===== config.mk =====
export PLATFORM = sky130hd
export DESIGN_NAME = adc_fifo_unpacker
export DESIGN_NICKNAME = d
export VERILOG_FILES = /design/src/rtl/adc_fifo_unpacker.sv
export SDC_FILE = /design/constraint.sdc
export NUM_CORES = 1
export LEC_CHECK = 0
export CORE_UTILIZATION = 45
export CTS_BUF_LIST = sky130_fd_sc_hd__clkbuf_8
export CTS_CLUSTER_SIZE = 12
export DETAILED_ROUTE_END_ITERATION = 8
export DONT_BUFFER_PORTS = 1
export GPL_TIMING_DRIVEN = 0
export PLACE_DENSITY = 0.64
export REMOVE_ABC_BUFFERS = 1
export SYNTH_ARGS = -nofsm -noshare
export SYNTH_HDL_FRONTEND = slang
export SYNTH_SLANG_ARGS = --single-unit

===== constraint.sdc =====
create_clock -name clk -period 3.45 [get_ports clk]
set_input_delay 0.8625 -clock clk [delete_from_list [all_inputs] [get_ports clk]]
set_output_delay 0.8625 -clock clk [all_outputs]
set_load 0.02 [all_outputs]

===== src/rtl/adc_fifo_unpacker.sv =====
// Unpacks 256-bit ADC FIFO words (17 x 15-bit samples + pad bit) into a per-channel valid/ready stream.
// Optional pad-bit checking is enabled by defining ADC_UNPACK_PADCHK_EN.
module adc_fifo_unpacker #(
    parameter int unsigned NUM_CH          = 17,
    parameter int unsigned SAMPLE_W        = 15,
    parameter int unsigned WORDS_PER_FRAME = 1024,
    parameter int unsigned FCNT_W          = 16,
    localparam int unsigned DATA_W         = 256,
    localparam int unsigned CH_W           = 5
) (
    input  logic                clk,
    input  logic                rst,
    input  logic                enable_i,
    input  logic                fifo_empty_i,
    input  logic                fifo_valid_i,
    input  logic [DATA_W-1:0]   fifo_data_i,
    output logic                fifo_rd_en_o,
    output logic [SAMPLE_W-1:0] sample_o,
    output logic [CH_W-1:0]     ch_o,
    output logic                valid_o,
    input  logic                ready_i,
    output logic                word_last_o,
    output logic                frame_last_o,
    output logic [FCNT_W-1:0]   frame_cnt_o,
    output logic                pad_err_o
);

    localparam int unsigned HOLD_W  = NUM_CH * SAMPLE_W;
    localparam int unsigned LAST_CH = NUM_CH - 1;
    localparam int unsigned WIDX_W  = (WORDS_PER_FRAME > 1) ? $clog2(WORDS_PER_FRAME) : 1;

    typedef enum logic [1:0] {IDLE, WAIT, DRAIN} state_t;

    state_t                           state, next_state;
    logic [NUM_CH-1:0][SAMPLE_W-1:0]  hold, hold_nxt;
    logic [WIDX_W-1:0]                word_idx, word_idx_nxt;
    logic                             rd_en_nxt, valid_nxt, word_last_nxt, frame_last_nxt, pad_err_nxt;
    logic [SAMPLE_W-1:0]              sample_nxt;
    logic [CH_W-1:0]                  ch_nxt, ch_inc;
    logic [FCNT_W-1:0]                frame_cnt_nxt;
    logic                             fetch, last_word;

    assign fetch     = enable_i && !fifo_empty_i;
    assign last_word = (word_idx == WIDX_W'(WORDS_PER_FRAME - 1));
    assign ch_inc    = ch_o + CH_W'(1);

`ifndef ADC_UNPACK_PADCHK_EN
    logic unused_pad;
    assign unused_pad = fifo_data_i[DATA_W-1];
`endif

    // Next-state and next-output logic; every output is registered below.
    always_comb begin
        next_state     = state;
        rd_en_nxt      = 1'b0;
        valid_nxt      = valid_o;
        sample_nxt     = sample_o;
        ch_nxt         = ch_o;
        word_last_nxt  = word_last_o;
        frame_last_nxt = frame_last_o;
        hold_nxt       = hold;
        word_idx_nxt   = word_idx;
        frame_cnt_nxt  = frame_cnt_o;
        pad_err_nxt    = pad_err_o;
        case (state)
            IDLE: begin
                if (fetch) begin
                    rd_en_nxt  = 1'b1;
                    next_state = WAIT;
                end
            end
            WAIT: begin
                if (fifo_valid_i) begin
                    hold_nxt       = fifo_data_i[HOLD_W-1:0];
                    next_state     = DRAIN;
                    valid_nxt      = 1'b1;
                    ch_nxt         = '0;
                    sample_nxt     = fifo_data_i[SAMPLE_W-1:0];
                    word_last_nxt  = 1'b0;
                    frame_last_nxt = 1'b0;
`ifdef ADC_UNPACK_PADCHK_EN
                    pad_err_nxt    = pad_err_o | fifo_data_i[DATA_W-1];
`endif
                end
            end
            DRAIN: begin
                if (ready_i) begin
                    if (ch_o == CH_W'(LAST_CH)) begin
                        valid_nxt      = 1'b0;
                        word_last_nxt  = 1'b0;
                        frame_last_nxt = 1'b0;
                        if (last_word) begin
                            word_idx_nxt  = '0;
                            frame_cnt_nxt = frame_cnt_o + FCNT_W'(1);
                        end else begin
                            word_idx_nxt  = word_idx + WIDX_W'(1);
                        end
                        // Back-to-back fetch overlaps the next read with the final beat.
                        if (fetch) begin
                            rd_en_nxt  = 1'b1;
                            next_state = WAIT;
                        end else begin
                            next_state = IDLE;
                        end
                    end else begin
                        ch_nxt         = ch_inc;
                        sample_nxt     = hold[ch_inc];
                        word_last_nxt  = (ch_inc == CH_W'(LAST_CH));
                        frame_last_nxt = (ch_inc == CH_W'(LAST_CH)) && last_word;
                    end
                end
            end
            default: next_state = IDLE;
        endcase
    end

    always_ff @(posedge clk) begin
        if (rst) begin
            state        <= IDLE;
            hold         <= '0;
            word_idx     <= '0;
            fifo_rd_en_o <= 1'b0;
            valid_o      <= 1'b0;
            sample_o     <= '0;
            ch_o         <= '0;
            word_last_o  <= 1'b0;
            frame_last_o <= 1'b0;
            frame_cnt_o  <= '0;
            pad_err_o    <= 1'b0;
        end else begin
            state        <= next_state;
            hold         <= hold_nxt;
            word_idx     <= word_idx_nxt;
            fifo_rd_en_o <= rd_en_nxt;
            valid_o      <= valid_nxt;
            sample_o     <= sample_nxt;
            ch_o         <= ch_nxt;
            word_last_o  <= word_last_nxt;
            frame_last_o <= frame_last_nxt;
            frame_cnt_o  <= frame_cnt_nxt;
            pad_err_o    <= pad_err_nxt;
        end
    end

endmodule

==> qor.yml <==
global_routing:
  grt_overflow: 0
  grt_usage: 0.238
  grt_pass1_wl_mm: 58.3
  grt_pass1_vias: 10800
  antenna_found_initial: 1
  grt_max_degree: 305
pwr:
  power.density_nw_per_um2: 495
  p_leak_uw: 0.00493
  power_uw: 7540
  peakVddDrop_mv: 0.375
critical_path:
  worstPathArrival_ps: 3930
  endpoint_kind: "flip-flop"
  max_stage_delay_ps: 740
  crit_slowest_cell: "a2111oi_1"
  crit_required_ps: 3970
  criticalPathCategory: "flip-flop to flip-flop"
  start_kind: "flip-flop"
  worstSetupStartpoint: "ch_o[0]"
  r2r_cells: 7
  cp.depth: 7
  crit_path_end: "sample_o[12]"
  r2r_start: "ch_o[0]"
  cp_max_fo: 52
  rrSetupSlack_ps: 40
  r2r-end: "sample_o[12]"
  path_cells: "clkinvlp_4 -> ha_4 -> buf_16 -> mux2_2 -> o22ai_1 -> a2111oi_1 -> o31a_1"
  critPathTopFamily: "compound AO/OA/AOI/OAI gates"
  path_buf_inv: 2
synthesis:
  netlist_instances: 1737
  yosysWarnings: 0
  ys_seq_area_frac: 0.453
  synth_area_um2: 13600
  synth-seq-cells: 307
  synth_top_flop_cell: "dfxtp_1"
  synth_edf_count: 0
  synth.avg_cell_area_um2: 7.82
  postSynth.asyncResetShare: 0
  yosysUniqueCellTypes: 51
clock_tree:
  htree_levels: 2
  ctsHoldBuffers: 0
  cts.sinks: 307
  clockBufferDepth: 3
  cts_tree: "built"
  clk_pin_slew_ps: 60
  clkLatencyLatePin_ps: 590
  numCtsBuffers: 51
  cts-root-buf: "clkbuf_8"
die:
  core-area_um2: 29600
  die_h_um: 176
  num_rows: 63
  dieArea_um2: 30900
  die_w_um: 176
  boundaryPins: 303
  start_util: 0.458
job:
  drv_cap: 0
route:
  drtIter0Drc: 685
  drt_pre_antenna_iters: 5
  vias_per_cell: 5.54
  ant_nets: 0
  via_count: 11700
  routed_wl_mm: 37.8
  drcViolationCount: 0
  wl_per_cell_um: 17.9
timing:
  fmax_ghz: 0.293
  worst_clock_skew_ps: 16.0
  finalSetupViolCount: 0
  worstMarginPinSlew_ps: 1100
  rsz0062_at_grt: "no"
  drv_slew: 0
  relSlewSlack: 0.266
  report.final.hold_viol_count: 0
  finalCritPeriodShare: 0.988
  period_minus_slack_ps: 3410
  fin_hold_ws_ps: 352
run_status:
  status: "finished, final reports clean"
placed_design:
  io_buffers: 0
  hpwlAfterDp_mm: 24.5
  gp_congestion: 0.807
final_layout:
  nNetsFinal: 1943
  drive_gt1_frac: 0.0944
  n_antenna_cell: 0
  final_cell_mix: "nand2_1, dfxtp_1, a21oi_1, nand3_1, mux2i_1"
  area_delta_synth_final_pct: 12.2
  final_common_cell: "nand2_1"
min_path:
  hold_class: "primary input to flip-flop"
cell type report:
type,instances,area (um^2)
Fill cell,2932,14400
Multi-Input combinational cell,1284,6900
Tap cell,390,488
Sequential cell,307,6150
Clock inverter,24,191
Timing Repair inverter,1,5.00
Clock buffer,69,950
Timing Repair Buffer,26,520
Inverter,5,22.5
cells by family (layout without fill, tap and decap cells):
family	Yosys count	in the layout	share of synthesized area
AOI/OAI and AO/OA	406	406	0.167
xor gates and xnor gates	19	19	0.0128
adders and majority gates	5	5	0.00461
buffers and inverters	146	125	0.0464
DFF	307	307	0.453
muxes	105	105	0.0802
other	1	1	0.000276
and+or+nand+nor	748	748	0.236
flip-flops by register name, indices dropped and copies added, names as in the netlist:
signal / cells
valid_o: 1
ch_o: 5
frame_cnt_o: 16
word_idx: 10
sample_o: 15
frame_last_o: 1
state: 2
word_last_o: 1
hold: 255
fifo_rd_en_o: 1
cell usage after synthesis, drive strengths merged, types with 2 or more instances:
| cell type | number | area (um^2) |
|---|---|---|
| nand2 | 544 | 2040 |
| dfxtp | 307 | 6150 |
| a21oi | 294 | 1470 |
| clkbuf | 114 | 428 |
| nand3 | 77 | 390 |
| mux2i | 75 | 751 |
| nor2 | 37 | 146 |
| mux2 | 30 | 338 |
| buf | 27 | 184 |
| o21ai | 27 | 135 |
| nand4 | 19 | 134 |
| a2111oi | 17 | 168 |
| a31oi | 17 | 106 |
| and2 | 17 | 106 |
| a211oi | 16 | 120 |
| nor2b | 15 | 93.8 |
| o22ai | 15 | 93.8 |
| o31a | 15 | 131 |
| xor2 | 11 | 104 |
| and3 | 8 | 50.1 |
| xnor2 | 8 | 70.1 |
| or3 | 7 | 43.8 |
| ha | 5 | 62.6 |
| inv | 5 | 18.8 |
| and4 | 4 | 35.0 |
| nand3b | 3 | 22.5 |
| nor3 | 3 | 15.0 |
| or2 | 3 | 18.8 |
| or3b | 2 | 17.5 |
| or4 | 2 | 15.0 |
metal layers:
layer,routed length [um],global-route usage
met1,16700,0.308
met2,17200,0.379
met3,3090,0.0721
met4,717,0.0696
met5,12,0
repair_timing:
item                       CTS  global route
gates cloned                 1             0
buffers inserted             2             0
pin swaps                    2             0
setup endpoints to repair   15             8
gates resized for setup     20             3
where the power goes:
part           switching [uW]  internal, uW  total, uW
clock                    1490          2010       3510
sequential               61.2          3630       3690
combinational             198           140        339
total                    1750          5790       7540
worst min path at each step:
stage | start | to | slack [ps] | cells after the start
global route | rst | hold[206] | 310 | 1
global placement | hold[121] | hold[121] | 430 | 2
CTS | rst | hold[206] | 320 | 1
finish | rst | hold[206] | 350 | 1
detailed placement | hold[132] | hold[132] | 440 | 2
floorplan | hold[240] | hold[240] | 430 | 2
stage by stage:
stage / setup slack, ps / setup TNS (ps) / instance area, um^2 / util / cells
floorplan: -3220 / -803230 / 13000 / - / 1596
detailed placement: -895 / -6830 / 14000 / 0.472 / 2010
global placement: -7220 / -1754220 / 13500 / 0.454 / 1986
finish: 41.1 / 0 / 15200 / 0.514 / 2106
global route: 7.40 / 0 / 15200 / 0.514 / 2106
CTS: 0.405 / 0 / 15200 / 0.514 / 2106
(Power assumes the default switching activity.)
